### config.mk
export PLATFORM = sky130hd
export DESIGN_NAME = lap_logger_flat
export DESIGN_NICKNAME = d
export VERILOG_FILES = /design/src/rtl/lap_logger_pkg.sv /design/src/rtl/lap_logger_if.sv /design/src/rtl/lap_logger_bcd_time_acc.sv /design/src/rtl/lap_logger.sv /design/src/flat_wrapper.sv
export SDC_FILE = /design/constraint.sdc
export NUM_CORES = 1
export LEC_CHECK = 0
export BUFFER_PORTS_ARGS = -buffer_cell sky130_fd_sc_hd__buf_4
export CORE_MARGIN = 5
export CORE_UTILIZATION = 47
export CTS_CLUSTER_SIZE = 14
export DETAILED_ROUTE_END_ITERATION = 7
export PLACE_DENSITY = 0.67
export SETUP_SLACK_MARGIN = 0.4
export SYNTH_ARGS = -nofsm -noshare
export SYNTH_HDL_FRONTEND = slang
export SYNTH_HIERARCHICAL = 1
export SYNTH_SLANG_ARGS = --single-unit
### constraint.sdc
create_clock -name clk -period 2.6 [get_ports clk]
set_input_delay 0.39 -clock clk [delete_from_list [all_inputs] [get_ports clk]]
set_output_delay 0.39 -clock clk [all_outputs]
set_load 0.02 [all_outputs]
### src/rtl/lap_logger_pkg.sv
// Shared definitions for the lap logger slice.
// Contents: digit and time-word widths, the default lap store depth, the lap
// store state encoding, and a helper that packs four BCD digits into the
// {min_t,min_u,sec_t,sec_u} word used by the lap store and the read port.
package lap_logger_pkg;

  localparam int unsigned DIGIT_W       = 4;
  localparam int unsigned TIME_W        = 16;
  localparam int unsigned LAP_DEPTH_DEF = 8;

  typedef logic [DIGIT_W-1:0] bcd_t;
  typedef logic [TIME_W-1:0]  time_word_t;

  typedef enum logic [1:0] {
    ST_EMPTY   = 2'd0,
    ST_PARTIAL = 2'd1,
    ST_FULL    = 2'd2
  } lap_state_t;

  function automatic time_word_t pack_time(input bcd_t min_t, input bcd_t min_u,
                                           input bcd_t sec_t, input bcd_t sec_u);
    return {min_t, min_u, sec_t, sec_u};
  endfunction

endpackage

### src/rtl/lap_logger_if.sv
// Lap store read port.
// Signals:
//   rd_en    read request, sampled each cycle (master -> slave)
//   rd_addr  lap slot to read                  (master -> slave)
//   rd_data  slot contents, one cycle later    (slave -> master)
//   rd_valid one-cycle qualifier for rd_data   (slave -> master)
interface lap_logger_if #(
  parameter int unsigned ADDR_W = 3
);
  import lap_logger_pkg::*;

  logic              rd_en;
  logic [ADDR_W-1:0] rd_addr;
  time_word_t        rd_data;
  logic              rd_valid;

  modport master (
    output rd_en,
    output rd_addr,
    input  rd_data,
    input  rd_valid
  );

  modport slave (
    input  rd_en,
    input  rd_addr,
    output rd_data,
    output rd_valid
  );

endinterface

### src/rtl/lap_logger_bcd_time_acc.sv
// bcd_time_acc: four-digit BCD MM:SS accumulator.
// Ports:
//   clk, rst        clock, synchronous active-high reset
//   tick            advance time by one second
//   clear           zero the time (wins over tick)
//   sec_u..min_t    registered BCD digits
//   rollover        one-cycle pulse when MAX_MIN:59 wraps to 00:00
module bcd_time_acc
  import lap_logger_pkg::*;
#(
  parameter int unsigned MAX_MIN = 99
) (
  input  logic clk,
  input  logic rst,
  input  logic tick,
  input  logic clear,
  output bcd_t sec_u,
  output bcd_t sec_t,
  output bcd_t min_u,
  output bcd_t min_t,
  output logic rollover
);

  localparam bcd_t MAX_MT = DIGIT_W'(MAX_MIN / 10);
  localparam bcd_t MAX_MU = DIGIT_W'(MAX_MIN % 10);

  bcd_t sec_u_n, sec_t_n, min_u_n, min_t_n;
  logic at_max;

  assign at_max = (min_t == MAX_MT) && (min_u == MAX_MU) &&
                  (sec_t == 4'd5) && (sec_u == 4'd9);

  // Carry cascade; only consulted when tick is high and not at_max, so
  // min_t can never step past the tens digit of MAX_MIN.
  always_comb begin
    sec_u_n = sec_u;
    sec_t_n = sec_t;
    min_u_n = min_u;
    min_t_n = min_t;
    if (sec_u != 4'd9) begin
      sec_u_n = sec_u + 4'd1;
    end else begin
      sec_u_n = '0;
      if (sec_t != 4'd5) begin
        sec_t_n = sec_t + 4'd1;
      end else begin
        sec_t_n = '0;
        if (min_u != 4'd9) begin
          min_u_n = min_u + 4'd1;
        end else begin
          min_u_n = '0;
          min_t_n = min_t + 4'd1;
        end
      end
    end
  end

  always_ff @(posedge clk) begin
    if (rst || clear) begin
      sec_u    <= '0;
      sec_t    <= '0;
      min_u    <= '0;
      min_t    <= '0;
      rollover <= 1'b0;
    end else begin
      rollover <= 1'b0;
      if (tick) begin
        if (at_max) begin
          sec_u    <= '0;
          sec_t    <= '0;
          min_u    <= '0;
          min_t    <= '0;
          rollover <= 1'b1;
        end else begin
          sec_u <= sec_u_n;
          sec_t <= sec_t_n;
          min_u <= min_u_n;
          min_t <= min_t_n;
        end
      end
    end
  end

endmodule

### src/rtl/lap_logger.sv
// lap_logger: MM:SS time accumulator driven by tick, with a lap store.
// Ports:
//   clk, rst        clock, synchronous active-high reset
//   tick            one-cycle pulse, advance time by one second
//   clear           zero time, empty lap store, clear overflow
//   lap             capture current displayed time into the next slot
//   bus (slave)     registered read port: rd_en/rd_addr -> rd_data/rd_valid
//   sec_u..min_t    BCD time digits
//   rollover        one-cycle pulse on MAX_MIN:59 -> 00:00
//   lap_count       number of valid entries, 0..LAP_DEPTH
//   full            lap_count == LAP_DEPTH
//   overflow        sticky: lap arrived while full
module lap_logger
  import lap_logger_pkg::*;
#(
  parameter int unsigned LAP_DEPTH = LAP_DEPTH_DEF,
  parameter int unsigned ADDR_W    = 3,
  parameter int unsigned MAX_MIN   = 99
) (
  input  logic              clk,
  input  logic              rst,
  input  logic              tick,
  input  logic              clear,
  input  logic              lap,
  lap_logger_if.slave       bus,
  output bcd_t              sec_u,
  output bcd_t              sec_t,
  output bcd_t              min_u,
  output bcd_t              min_t,
  output logic              rollover,
  output logic [ADDR_W:0]   lap_count,
  output logic              full,
  output logic              overflow
);

  localparam logic [ADDR_W:0] DEPTH_C = (ADDR_W + 1)'(LAP_DEPTH);

  bcd_time_acc #(
    .MAX_MIN (MAX_MIN)
  ) u_time (
    .clk      (clk),
    .rst      (rst),
    .tick     (tick),
    .clear    (clear),
    .sec_u    (sec_u),
    .sec_t    (sec_t),
    .min_u    (min_u),
    .min_t    (min_t),
    .rollover (rollover)
  );

  // Registered time as currently displayed; a simultaneous tick only
  // affects the next cycle, so the captured value is pre-increment.
  time_word_t time_word;
  assign time_word = pack_time(min_t, min_u, sec_t, sec_u);

  lap_state_t        state, state_n;
  logic [ADDR_W:0]   cnt_n;
  logic [ADDR_W-1:0] wr_ptr, wr_ptr_n, wr_addr;
  logic              overflow_n;
  logic              we;

  time_word_t mem [LAP_DEPTH];

  always_comb begin
    state_n    = state;
    cnt_n      = lap_count;
    wr_ptr_n   = wr_ptr;
    overflow_n = overflow;
    we         = 1'b0;
    wr_addr    = wr_ptr;
    if (clear) begin
      state_n    = ST_EMPTY;
      cnt_n      = '0;
      wr_ptr_n   = '0;
      overflow_n = 1'b0;
    end else if (lap) begin
      case (state)
        ST_EMPTY: begin
          we       = 1'b1;
          wr_addr  = '0;
          wr_ptr_n = ADDR_W'(1);
          cnt_n    = (ADDR_W + 1)'(1);
          state_n  = (DEPTH_C == (ADDR_W + 1)'(1)) ? ST_FULL : ST_PARTIAL;
        end
        ST_PARTIAL: begin
          we       = 1'b1;
          wr_ptr_n = wr_ptr + ADDR_W'(1);
          cnt_n    = lap_count + (ADDR_W + 1)'(1);
          state_n  = (cnt_n == DEPTH_C) ? ST_FULL : ST_PARTIAL;
        end
        ST_FULL: begin
          overflow_n = 1'b1;
        end
        default: begin
          state_n = ST_EMPTY;
        end
      endcase
    end
  end

  always_ff @(posedge clk) begin
    if (rst) begin
      state     <= ST_EMPTY;
      lap_count <= '0;
      wr_ptr    <= '0;
      overflow  <= 1'b0;
    end else begin
      state     <= state_n;
      lap_count <= cnt_n;
      wr_ptr    <= wr_ptr_n;
      overflow  <= overflow_n;
    end
  end

  assign full = (state == ST_FULL);

  // Storage itself is not reset: validity comes from lap_count alone.
  always_ff @(posedge clk) begin
    if (!rst && we) begin
      mem[wr_addr] <= time_word;
    end
  end

  // Read sees pre-write state, so a read of the slot being written this
  // cycle returns the invalid (zero) result.
  always_ff @(posedge clk) begin
    if (rst) begin
      bus.rd_valid <= 1'b0;
      bus.rd_data  <= '0;
    end else begin
      bus.rd_valid <= bus.rd_en;
      if (bus.rd_en) begin
        bus.rd_data <= ({1'b0, bus.rd_addr} < lap_count) ? mem[bus.rd_addr] : '0;
      end
    end
  end

endmodule

### src/flat_wrapper.sv
// flat-port wrapper written by rule: the top's interface ports become plain ports
module lap_logger_flat import lap_logger_pkg::*;
#(
  parameter int unsigned LAP_DEPTH = LAP_DEPTH_DEF,
  parameter int unsigned ADDR_W    = 3,
  parameter int unsigned MAX_MIN   = 99
)
  (clk, rst, tick, clear, lap, sec_u, sec_t, min_u, min_t, rollover, lap_count, full, overflow, bus_rd_en, bus_rd_addr, bus_rd_data, bus_rd_valid);
  lap_logger_if #(.ADDR_W(ADDR_W)) bus_i ();
  input  logic clk;
  input  logic rst;
  input  logic tick;
  input  logic clear;
  input  logic lap;
  output bcd_t sec_u;
  output bcd_t sec_t;
  output bcd_t min_u;
  output bcd_t min_t;
  output logic rollover;
  output logic [ADDR_W:0] lap_count;
  output logic full;
  output logic overflow;
  input wire logic [$bits(bus_i.rd_en)-1:0] bus_rd_en;
  input wire logic [$bits(bus_i.rd_addr)-1:0] bus_rd_addr;
  output wire logic [$bits(bus_i.rd_data)-1:0] bus_rd_data;
  output wire logic [$bits(bus_i.rd_valid)-1:0] bus_rd_valid;
  assign bus_i.rd_en = bus_rd_en;
  assign bus_i.rd_addr = bus_rd_addr;
  assign bus_rd_data = bus_i.rd_data;
  assign bus_rd_valid = bus_i.rd_valid;
  lap_logger #(.LAP_DEPTH(LAP_DEPTH), .ADDR_W(ADDR_W), .MAX_MIN(MAX_MIN)) u_core (.clk(clk), .rst(rst), .tick(tick), .clear(clear), .lap(lap), .bus(bus_i), .sec_u(sec_u), .sec_t(sec_t), .min_u(min_u), .min_t(min_t), .rollover(rollover), .lap_count(lap_count), .full(full), .overflow(overflow));
endmodule
Word level (Yosys, flattened, before mapping):

Memory sizes are Yosys's and may differ from the RTL's.
Cells that the tools add are included.

* register bits: 44
* latch bits: 0
* memory bits (writable): 128
* ROM bits: 0
* output and inout bits: 40
* logic and storage cells: 78
* memories: 1

* $add $sub $neg: 6
* multipliers: 0
* divide/modulo/power cells: 0
* magnitude comparators: 1
* eq/ne operators: 13
* shift operators: 0
* multiplexer cells: 27
* bitwise gates (word level): 2
* reduce and logical (&&, ||, !) cells: 17

Memories
* u_core.mem: depth 8, width 16, read ports 1, clocked after memory_dff 0, wr ports 1, line lap_logger.sv:63 `time_word_t mem [LAP_DEPTH];`

Operators by type and width (number)
* 4-bit two-way mux: 13
* 4-bit by 1-bit adder with 4-bit output, second input constant: 5
* 4-bit == test, second input constant: 4
* 16-bit two-way mux: 1
* 3-bit two-way mux: 3
* 4-bit inequality test, second input constant: 2
* 4-bit case mux with 2 select lines: 1
* 2-bit AND reduction: 4
* 1-bit two-way mux: 6
* 2-bit inequality test, second input constant: 3
* 2-bit case mux with 3 select lines: 1
* 3-bit case mux with 2 select lines: 1
* 2-bit OR reduction: 3
* 4-bit by 3-bit == test with 1-bit output, second input constant: 1
* 1-bit logical AND: 4
* 3-bit by 4-bit < comparator with 1-bit output: 1
* 4-bit by 3-bit inequality test with 1-bit output, second input constant: 1
* 4-bit AND reduction: 1
* 3-bit by 1-bit adder with 3-bit output, second input constant: 1
* 3-bit AND reduction: 1
* 2-bit by 1-bit == test with 1-bit output, second input constant: 1
* 2-bit == test, second input constant: 1
* 2-bit zero test: 1
* 2-bit two-way mux: 1
* other kinds (4): 5

Longest topological paths before layout:

Gate-level depths: netlist of run 1.

* depth in word-level cells: 8
* gate-level depth with buffers: 7

Hierarchy:

The synthesis of run 1 kept the hierarchy.

By module, submodules not included
* lap_logger: times used 1, cells an instance 391, area each 6139.6 µm²
* bcd_time_acc: times used 1, cells an instance 97, area each 885.8 µm²

Worst setup path before layout of run 1:

Ideal clock, no wire load.

* path type: register to register
* start point: register u_core.state[0]
* end point: memory u_core/mem[4][0] (netlist bit), enable pin
* library setup time: 0.409 ns
* arrival time: 2.018 ns
* data required time: 2.191 ns
* setup slack: 0.173 ns
* cell stages (with the launch flop): 6
* buffers on the path: 1
* cell sequence: dfxtp_1 > buf_2 > inv_1 > nor2_1 > nand3_1 > nor3_1

* longest elaborated chain between the ends: 8
* elaborated cells on any way between the ends: 12
* classes of those cells: 1 x eq/ne; 8 x mux; 3 x reduce/logical

Ends and longest elaborated chain
* start, declared: line lap_logger.sv:57 `lap_state_t state, state_n;`
* start signal, assigned: line lap_logger.sv:109 `state <= state_n;`
* 2-bit by 1-bit == test with 1-bit output / 2-bit zero test (equally long branches): line lap_logger.sv:78 `case (state)`
* 2-bit OR reduction (no line)
* 1-bit two-way mux: line lap_logger.sv:78
* 1-bit two-way mux: line lap_logger.sv:77 `end else if (lap) begin`
* 1-bit two-way mux: line lap_logger.sv:72 `if (clear) begin`
* 1-bit logical AND: line lap_logger.sv:120 `if (!rst && we) begin`
* 1-bit two-way mux: line lap_logger.sv:120
* 1-bit two-way mux (not written as such): line lap_logger.sv:121 `mem[wr_addr] <= time_word;`
* end, declared: line lap_logger.sv:63

Parallel ways exist; a longest one is shown, timed or not.

Final worst setup path of run 1:

* start point: register u_core.u_time.sec_u[1]
* end point: register u_core.u_time.min_t[1]

* longest elaborated chain between the ends: 4
* elaborated cells on any way between the ends: 8
* classes of those cells: 5 x eq/ne; 1 x mux; 2 x reduce/logical

Ends and longest elaborated chain
* start, declared: line lap_logger_bcd_time_acc.sv:17 `output bcd_t sec_u,`
* start signal, assigned: line lap_logger_bcd_time_acc.sv:75 `sec_u <= sec_u_n;`
* 4-bit == test: line lap_logger_bcd_time_acc.sv:31 `(sec_t == 4'd5) && (sec_u == 4'd9);`
* 1-bit logical AND: line lap_logger_bcd_time_acc.sv:31
* 2-bit inequality test (no line)
* 4-bit AND reduction (no line)
* end signal, assigned: line lap_logger_bcd_time_acc.sv:78 `min_t <= min_t_n;`
* end, declared: line lap_logger_bcd_time_acc.sv:20 `output bcd_t min_t,`

Parallel ways exist; a longest one is shown, timed or not.
A chain may end at the register's enable or synchronous reset.

==> reports/results.ini, run 1 <==
[run_status]
status=finished clean

[power]
p_leak_nw=3.27
total_power_mw=5.71
worst_ir_drop_vdd_uv=446
p_per_area_nw_per_um2=694

[logic_synthesis]
syn_inst=488
synth_edf_count=128
ys.flop_type=edfxtp_1
synth-seq-cells=172
synth_warnings=6
async_flop_share=0
yosysUniqueCellTypes=52
netlist_area_um2=7030
synth_seq_area_share=0.672
syn_avg_cell_area_um2=14.4
syn_nets=510

[clock_tree]
cts_root_buf=clkbuf_16
cts_resized=0
numCtsBuffers=17
htreeDepth=4
insertion_delay_ns=0.42
post_cts_buffers=0
clk_path_buf_depth=2
clock-sinks=172
hold_buffers=0
cts_tree=yes
path_clk_slew_ns=0.06

[setup_path]
worstPathRequired_ns=2.90
start_kind=register
crit_chain=inv_1, ha_1, nand4b_2, nor4_4, buf_4, mux2i_1, nor2_1
endpoint_kind=register
cpMaxStageDelayCell=dfxtp_1
worst-path-buf-inv=2
crit_arrival_ns=2.26
crit_path_max_fanout=13
cp_top_family=simple AND/OR/NAND/NOR gates
crit_type=register to register
max_stage_delay_ns=0.43

[routing]
vias_per_cell=5.50
ant_nets=0
wl_per_cell_um=19.0
first_iter_violations=359
routed_wl_um=14300
vias=4148
drc=0
dr.pass1.iters=5

[grt]
grt_pass1_vias=4061
grt_max_degree=65
grt_antenna_before_repair=0
track_usage=0.168
gr-total-overflow=0
grt_pass1_wl_um=22600

[sta]
setup_violations=0
tightest_slew_ns=0.770
final_max_slew_viol_count=0
period_share=0.755
fin_skew_ns=0.0107
hold_viol_final=0
setup_tns_ns=0
fin_crit_ns=1.96
rsz0062_at_grt=no
max_freq_ghz=0.509
slew_headroom=0.487

[placed_design]
hpwlAfterDp_um=8770
gp_congestion=0.821
port-buffer-count=48

[die]
dieArea_um2=17500
initial_core_util=0.482
die_w_um=132
core_um2=14600
io_pins=49
die_y_um=132
num_rows=44

[finish]
multi_input_area_um2=2090
area_growth_pct=17.0
nFillCells=1148
diodes=0
regArea_um2=4720
drive_gt1_frac=0.225
nNetsFinal=579

[hold_path]
worstHoldPathType=input pin to register

[job]
max-cap-violations=0

-- area by class of cell --
cell class / instances / area share
clock inverter: 12 / 0.0178
tap: 184 / 0.0280
multi-input combinational: 285 / 0.254
clock buffer: 20 / 0.0543
sequential: 172 / 0.575
timing repair buffer: 72 / 0.0673
inverter: 9 / 0.00411
-- worst reg2reg max path, cell delays in order (launching register included) --
cell      delay (ns)
dfxtp_1         0.43
inv_1           0.11
ha_1            0.19
nand4b_2        0.29
nor4_4          0.39
buf_4           0.21
mux2i_1         0.17
nor2_1          0.06
-- where the power goes --
part	internal [mW]	switching, mW
Sequential	2.93	0.0128
Clock	1.53	0.995
Combinational	0.0935	0.148
Total	4.55	1.16
-- registers in the layout, indices dropped and copies added (netlist names), 2 cells and up --
register / cells
u_core/mem: 128
u_core/bus.rd_data: 16
u_core/lap_count: 4
u_core/u_time/min_t: 4
u_core/u_time/min_u: 4
u_core/u_time/sec_t: 4
u_core/u_time/sec_u: 4
u_core/wr_ptr: 3
u_core/state: 2
-- layout by cell type (no fill, tap or decap), drive strengths merged, types with 3 or more instances in the layout --
| cell type | instances |
|---|---|
| xnor2 | 4 |
| xor2 | 3 |
| dfxtp | 44 |
| a22oi | 33 |
| clkinvlp | 4 |
| clkbuf | 20 |
| nor3 | 8 |
| nor2b | 4 |
| nand2 | 42 |
| buf | 72 |
| nor2 | 28 |
| bufinv | 3 |
| nand2b | 9 |
| mux2i | 66 |
| edfxtp | 128 |
| o21ai | 23 |
| clkinv | 5 |
| inv | 9 |
| ha | 13 |
| nand3 | 10 |
| a21oi | 15 |
-- Yosys cell counts (2+ instances only) --
cell / count / area share
a211oi_1: 2 / 0.0021
a21oi_1: 14 / 0.010
a22oi_1: 33 / 0.035
buf_12: 3 / 0.0085
buf_2: 6 / 0.0043
buf_6: 4 / 0.0064
clkbuf_1: 4 / 0.0021
clkbuf_2: 3 / 0.0021
dfxtp_1: 44 / 0.13
edfxtp_1: 128 / 0.55
ha_1: 13 / 0.023
inv_1: 9 / 0.0048
mux2i_1: 66 / 0.094
nand2_1: 41 / 0.022
nand2b_1: 9 / 0.0080
nand3_1: 10 / 0.0071
nor2_1: 24 / 0.013
nor2_2: 3 / 0.0027
nor2b_1: 4 / 0.0036
nor3_1: 8 / 0.0057
nor3b_1: 2 / 0.0021
o21ai_0: 6 / 0.0043
o21ai_1: 8 / 0.0057
o21ai_2: 9 / 0.011
o31ai_1: 2 / 0.0021
or2_2: 2 / 0.0018
xnor2_1: 4 / 0.0050
xor2_1: 3 / 0.0037
-- cell families (layout without fill, tap and decap cells) --
kind of cell    Yosys count  count (layout)  synth area share
xor+xnor                  7               7           0.00873
fa+ha+maj                13              13            0.0232
simple gates            120             120            0.0908
mux                      66              66            0.0940
compound gates           79              79            0.0793
flops                   172             172             0.672
buf+inv                  31             113            0.0315
-- worst paths after layout --
kind	from	end	slack [ns]	cells past startpoint
worst max register to register	u_core/u_time/sec_u[1]	u_core/u_time/min_t[1]	0.64	7
worst min-delay path	tick	u_core/u_time/sec_u[1]	0.22	2
worst max-delay path	u_core/u_time/sec_u[1]	u_core/u_time/min_t[1]	0.64	7
worst min register to register	u_core/bus.rd_data[4]	u_core/bus.rd_data[4]	0.45	2
-- metal layers --
metal / global-route usage / vias up / share of wire / wire, µm
met3: 0.0496 / 25 / 0.046 / 662
li1: - / 1968 / - / -
met5: 0 / - / 0 / 0
met1: 0.222 / 2062 / 0.45 / 6470
met2: 0.269 / 93 / 0.48 / 6890
met4: 0.0554 / 0 / 0.022 / 319
-- through the flow --
stage | hold WS [ns] | setup WS, ns | cell area, µm² | util | instances
2_1_floorplan | 0.457 | 0.593 | 7030 | - | 488
3_3_place_gp | 0.436 | 0.627 | 7610 | 0.522 | 720
3_5_place_dp | 0.440 | 0.511 | 7610 | 0.522 | 720
4_1_cts | 0.203 | 0.476 | 8210 | 0.563 | 752
5_1_grt | 0.211 | 0.474 | 8220 | 0.564 | 754
6_report | 0.218 | 0.637 | 8220 | 0.564 | 754
No activity file was read; power rests on OpenSTA's default activity.
==> run 2, diff against run 1 <==
--- a/config.mk
+++ b/config.mk
@@ -5,6 +5,7 @@
 export SDC_FILE = /design/constraint.sdc
 export NUM_CORES = 1
 export LEC_CHECK = 0
+export ABC_AREA = 1
 export BUFFER_PORTS_ARGS = -buffer_cell sky130_fd_sc_hd__buf_4
 export CORE_MARGIN = 5
 export CORE_UTILIZATION = 47
==> constraint.sdc (replaced) <==
create_clock -name clk -period 1.6 [get_ports clk]
set_input_delay 0.24 -clock clk [delete_from_list [all_inputs] [get_ports clk]]
set_output_delay 0.24 -clock clk [all_outputs]
set_load 0.02 [all_outputs]
==> run 2 against run 1 <==
  * Total power is 81% higher
  * Critical endpoint is now u_core/mem[7][0]
  * First-iteration DRC count is 19% higher
  * Synthesized cell count is 73% higher
  * Utilization is 8.8 points higher
  * Sequential power is 62% higher
  * Die area is 9.7% higher
  * Design area is 30% higher
  * Global-route usage is 4.4 points higher
  * Register-to-register slack worse by 0.57 ns
  * Hold slack worse by 0.17 ns
  * Critical path depth is 3 higher
  * Via count is 44% higher
==> reports/results.ini, run 2 <==
[finish]
area_growth_pct=37.7
drive_gt1_frac=0.311
finalCoreUtilization=0.652
largest_reg_flops=128
top_register=u_core/mem
nNetsFinal=996
diodes=0
top_regs=u_core/mem: 128 flops, u_core/bus.rd_data: 16 flops
final_cell_mix=nand2_1, inv_1, edfxtp_1
layout_commonest_cell=nand2_1
layoutNonFillerInstCount=1205
nFillCells=1215

[placed_design]
port-buffer-count=48
hpwlAfterDp_um=12300
place_ws_ns=0.0249
gp_congestion=0.846
dp_cells=1122

[grt]
use_met2=0.323
grt_antenna_before_repair=0
grt_max_degree=45
track_usage=0.212
gr-total-overflow=0
busiest_layer=met2
gr-usage-met3=0.0631
grt_pass1_wl_um=30900
grt_pass1_vias=5597
use_met1=0.288

[die]
initial_core_util=0.473
core_um2=16400
die_w_um=139
io_pins=49
num_rows=47
dieArea_um2=19200
die_y_um=139

[setup_path]
cp_common_cell=nand2_4
crit_type=register to register
crit_arrival_ns=1.68
max_stage_delay_ns=0.35
cpMaxStageDelayCell=dfxtp_2
endpoint_kind=register
start_kind=register
crit_chain=inv_4, nand2_4, nor2_2, nand2_4, nand2_4, inv_4, nand2_4, nor2_4, buf_12, buf_16
worstPathRequired_ns=1.75
crit_path_max_fanout=8

[clock_tree]
numCtsBuffers=17
cts_tree=yes
insertion_delay_ns=0.44
clock-sinks=172
cts_root_buf=clkbuf_16
htreeDepth=4
path_clk_slew_ns=0.06
hold_buffers=0
clk_path_buf_depth=2

[power]
p_per_area_nw_per_um2=967
worst_ir_drop_vdd_uv=820
p_leak_nw=4.77

[logic_synthesis]
yosysTopAreaCellShare=0.495
syn_nets=866
synth-seq-cells=172
synthAdderAreaFrac=0.0209
synth_seq_area_share=0.608
synth_top_family_by_area=simple AND/OR/NAND/NOR gates
syn_inst=844
synth_xor_area_frac=0.00564
post-synth-top-area-cell=edfxtp_1
yosys.area_share.simple=0.226
synth.top_cells.by_area=edfxtp_1, nand2_1, dfxtp_1
synth_warnings=6
syn_avg_cell_area_um2=9.20
ys.flop_type=edfxtp_1
yosys-top-cells-count=nand2_1, inv_1, edfxtp_1, nand3_1, dfxtp_1
yosysUniqueCellTypes=29
netlist_area_um2=7770
synth_most_common_cell=nand2_1
synthMuxAreaShare=0
synth_compound_area_frac=0.0313
async_flop_share=0
synth_edf_count=128

[hold_path]
worstHoldPathType=input pin to register

[sta]
final_max_slew_viol_count=0
hold_viol_final=0
fin_ws_ns=0.0693
setup_tns_ns=0
rsz0062_at_grt=yes
slew_headroom=0.693
fin_crit_ns=1.53
fin_skew_ns=0.00887
max_freq_ghz=0.653
period_share=0.957
tightest_slew_ns=0.460
setup_violations=0

[routing]
vias_per_cell=4.96
first_iter_violations=428
wl_per_cell_um=16.9
dr.pass1.iters=5
ant_nets=0
routed_wl_um=20300
vias=5982
drc=0

[job]
max-cap-violations=0

[run_status]
status=finished clean

## run 2: cells by family (layout without fill, tap and decap cells)
| kind of cell | Yosys count | after routing |
|---|---|---|
| and+or+nand+nor | 425 | 425 |
| adders and majority gates | 13 | 13 |
| DFF | 172 | 172 |
| buffers and inverters | 193 | 334 |
| xor gates and xnor gates | 5 | 5 |
| AOI/OAI and AO/OA | 36 | 36 |
## run 2: power breakdown
part	internal [mW]	switching [mW]	leakage, nW	total (mW)
sequential	4.75	0.0201	1.60	4.77
clock	3.23	1.66	0.334	4.89
combinational	0.254	0.429	2.84	0.683
total	8.23	2.11	4.77	10.3
## run 2: path summary, 6_finish.rpt
check | from | to | slack, ns | depth (start not counted)
max reg2reg | u_core/state[1] | u_core/mem[7][0] | 0.07 | 10
min | tick | u_core/u_time/sec_u[1] | 0.05 | 2
min reg2reg | u_core/overflow | u_core/overflow | 0.45 | 2
max | u_core/state[1] | u_core/mem[7][0] | 0.07 | 10
## run 2: timing repair
item | 4_1_cts | 5_1_grt
setup buffers | 41 | 10
gates cloned | 2 | 0
pin swaps | 20 | 27
endpoints found under the setup margin | 179 | 190
resized for setup | 75 | 90
## run 2: cell type report
class                      count  area [µm²]  share of cell area
timing repair buffer         140        1550               0.145
inverter                     164         636              0.0595
clock buffer                  19         433              0.0405
clock inverter                11         265              0.0248
multi-input combinational    479        2740               0.257
tap                          220         275              0.0257
sequential                   172        4790               0.448
## run 2: routing by layer
metal	wire, µm	share of wire
met1	8510	0.42
met2	9510	0.47
met3	1790	0.088
met4	503	0.025
met5	0	0
## run 2: critical path, delay by kind of cell, from the launching register on
family                 cells  cell delay [ns]
AND/OR/NAND/NOR            6             0.54
buffers and inverters      4             0.36
flip-flops                 1             0.35
## run 2: stage by stage
step,cell area (µm²),hold WS (ns),power [mW]
2_1_floorplan,8060,0.325,5.25
3_5_place_dp,8920,0.441,5.44
6_report,10700,0.0502,10.3
3_3_place_gp,8920,0.441,5.43
5_1_grt,10700,0.0399,10.7
4_1_cts,10300,0.0398,10.4
==> run 3, diff against run 2 <==
--- a/config.mk
+++ b/config.mk
@@ -5,8 +5,8 @@
 export SDC_FILE = /design/constraint.sdc
 export NUM_CORES = 1
 export LEC_CHECK = 0
-export ABC_AREA = 1
 export BUFFER_PORTS_ARGS = -buffer_cell sky130_fd_sc_hd__buf_4
+export CORE_ASPECT_RATIO = 0.8
 export CORE_MARGIN = 5
 export CORE_UTILIZATION = 47
 export CTS_CLUSTER_SIZE = 14
==> constraint.sdc (replaced) <==
create_clock -name clk -period 1.6 [get_ports clk]
set_input_delay 0.16 -clock clk [delete_from_list [all_inputs] [get_ports clk]]
set_output_delay 0.16 -clock clk [all_outputs]
set_load 0.02 [all_outputs]
==> run 3 against run 2 <==
  * The flow now finishes with violations (negative setup slack)
  * Utilization is 1.0 points higher
  * Clock-buffer cell count is 2 higher
  * Final cell count is 31% lower
  * Via count is 23% lower
  * Sequential share of layout area is 4.0 points higher
  * Flip-flop and latch count stayed put
  * Critical endpoint is now u_core/mem[1][8]
==> reports/results.ini, run 3 (synthesis gave the netlist of run 1 again) <==
[setup_path]
r2r-start=u_core/state[1]
crit_type=register to register
start_kind=register
endpoint_kind=register
crit_path_max_fanout=16
crit_start=u_core/state[1]
worstPathRequired_ns=1.73
crit_arrival_ns=1.75

[placed_design]
dp_cells=743
dpl_cell_area_um2=8090
hpwlAfterDp_um=9340
port-buffer-count=48
gp_congestion=0.747

[finish]
top_regs=u_core/mem: 128 flops, u_core/bus.rd_data: 16 flops
layoutNonFillerInstCount=835
final_cell_mix=edfxtp_1, buf_4, mux2i_1
largest_reg_flops=128
stdcell_area_um2=9840
nNetsFinal=655
finalCoreUtilization=0.662
diodes=0
top_register=u_core/mem
area_growth_pct=40.0
nFillCells=1021
drive_gt1_frac=0.440
layout_commonest_cell=edfxtp_1

[routing]
ant_nets=0
vias=4626
wl_per_cell_um=20.6
drc=0
vias_per_cell=5.54
routed_wl_um=17200
first_iter_violations=285
dr.pass1.iters=7

[hold_path]
worstHoldPathType=input pin to register
holdCritStartpoint=lap

[sta]
rsz0062_at_grt=yes
fin_crit_ns=1.62
max_freq_ghz=0.617
hold_viol_final=0
period_share=1.01
fin_skew_ns=0.00950
fin_ws_ns=-0.0215
tightest_slew_ns=0.841
timing.hold.ws_ns=0.0282
setup_violations=49
slew_headroom=0.438
final_max_slew_viol_count=0

[clock_tree]
htreeDepth=4
clk_path_buf_depth=2
path_clk_slew_ns=0.06
cts_root_buf=clkbuf_16
numCtsBuffers=17
cts_tree=yes
clock-sinks=172
insertion_delay_ns=0.42

[power]
p_comb_frac=0.052
switching_share=0.202
p_per_area_nw_per_um2=969
power_frac_seq=0.499
clockPowerShare=0.449
p_leak_nw=3.92
p_sw_mw=1.92
p_int_mw=7.61
worst_ir_drop_vdd_uv=720

[die]
die_w_um=147
io_pins=49
initial_core_util=0.473
die_y_um=119
num_rows=40
dieArea_um2=17500
core_um2=14900

[grt]
grt_pass1_vias=4669
gr-total-overflow=0
track_usage=0.195
grt_pass1_wl_um=26000
grt_max_degree=44
grt_antenna_before_repair=0

[run_status]
status=finished with violations
violations=negative setup slack

[job]
max-cap-violations=0

[run 3: cell types whose count changed in the layout (fill, tap and decap cells not counted), sizes merged, moves of 5 or more]
cell and change:
nand2 -249, inv -153, nand3 -68, mux2i +66, a22oi +33, nor2 -14, o21ai +14, a21oi -10
nand2b +9, buf +5
[run 3: timing repair]
| item | 4_1_cts | 5_1_grt |
|---|---|---|
| endpoints found under the hold margin | 1 | 0 |
| pin swaps | 33 | 12 |
| hold buffers | 1 | 0 |
| resized for setup | 100 | 37 |
| setup buffers | 39 | 15 |
| endpoints found under the setup margin | 177 | 185 |
| cloned | 4 | 1 |
[run 3: cell type report]
type | instances | area (µm²) | area share
Clock buffer | 21 | 450 | 0.0458
Clock inverter | 11 | 165 | 0.0168
Inverter | 9 | 43.8 | 0.00445
Multi-Input combinational cell | 285 | 2550 | 0.259
Sequential cell | 172 | 4800 | 0.488
Tap cell | 189 | 236 | 0.0240
Timing Repair Buffer | 148 | 1600 | 0.162
[run 3: worst paths after layout]
path                            endpoint  slack [ns]  cells after the start
hold / removal           u_core/overflow        0.03                      3
setup / recovery        u_core/mem[1][8]       -0.02                      5
hold reg to reg   u_core/bus.rd_data[14]        0.46                      2
setup reg to reg        u_core/mem[1][8]       -0.02                      5
[run 3: metrics by stage]
stage / power (mW) / setup TNS, ns / setup WS (ns)
after detailed placement: 5.30 / -0.0641 / -0.0195
after global routing: 9.84 / -1.98 / -0.0553
final: 9.53 / -0.581 / -0.0215
after CTS: 9.57 / -0.0752 / -0.00529
after floorplan: 5.17 / -4.45 / -0.0807
after global placement: 5.29 / 0 / 0.000829
[run 3: worst max-delay path, stage by stage (launching register included)]
cell and delay (ns):
dfxtp_2 0.33, and2b_4 0.26, nand2_4 0.04, or3_4 0.38, nor2_4 0.14, buf_12 0.16
[run 3: layer usage]
layer / vias to the layer above / track usage / share of wire
met2: 156 / 0.318 / 0.50
met4: 0 / 0.0582 / 0.012
met3: 21 / 0.0430 / 0.054
met1: 2326 / 0.264 / 0.43
li1: 2123 / - / -
met5: - / 0 / 0
[run 3: power by group through the flow]
stage | Clock, mW | Combinational (mW) | Sequential, mW
global route | 4.54 | 0.535 | 4.76
global placement | 0 | 0.419 | 4.87
CTS | 4.33 | 0.479 | 4.76
floorplan | 0 | 0.281 | 4.89
detailed placement | 0 | 0.428 | 4.87
finish | 4.28 | 0.496 | 4.76
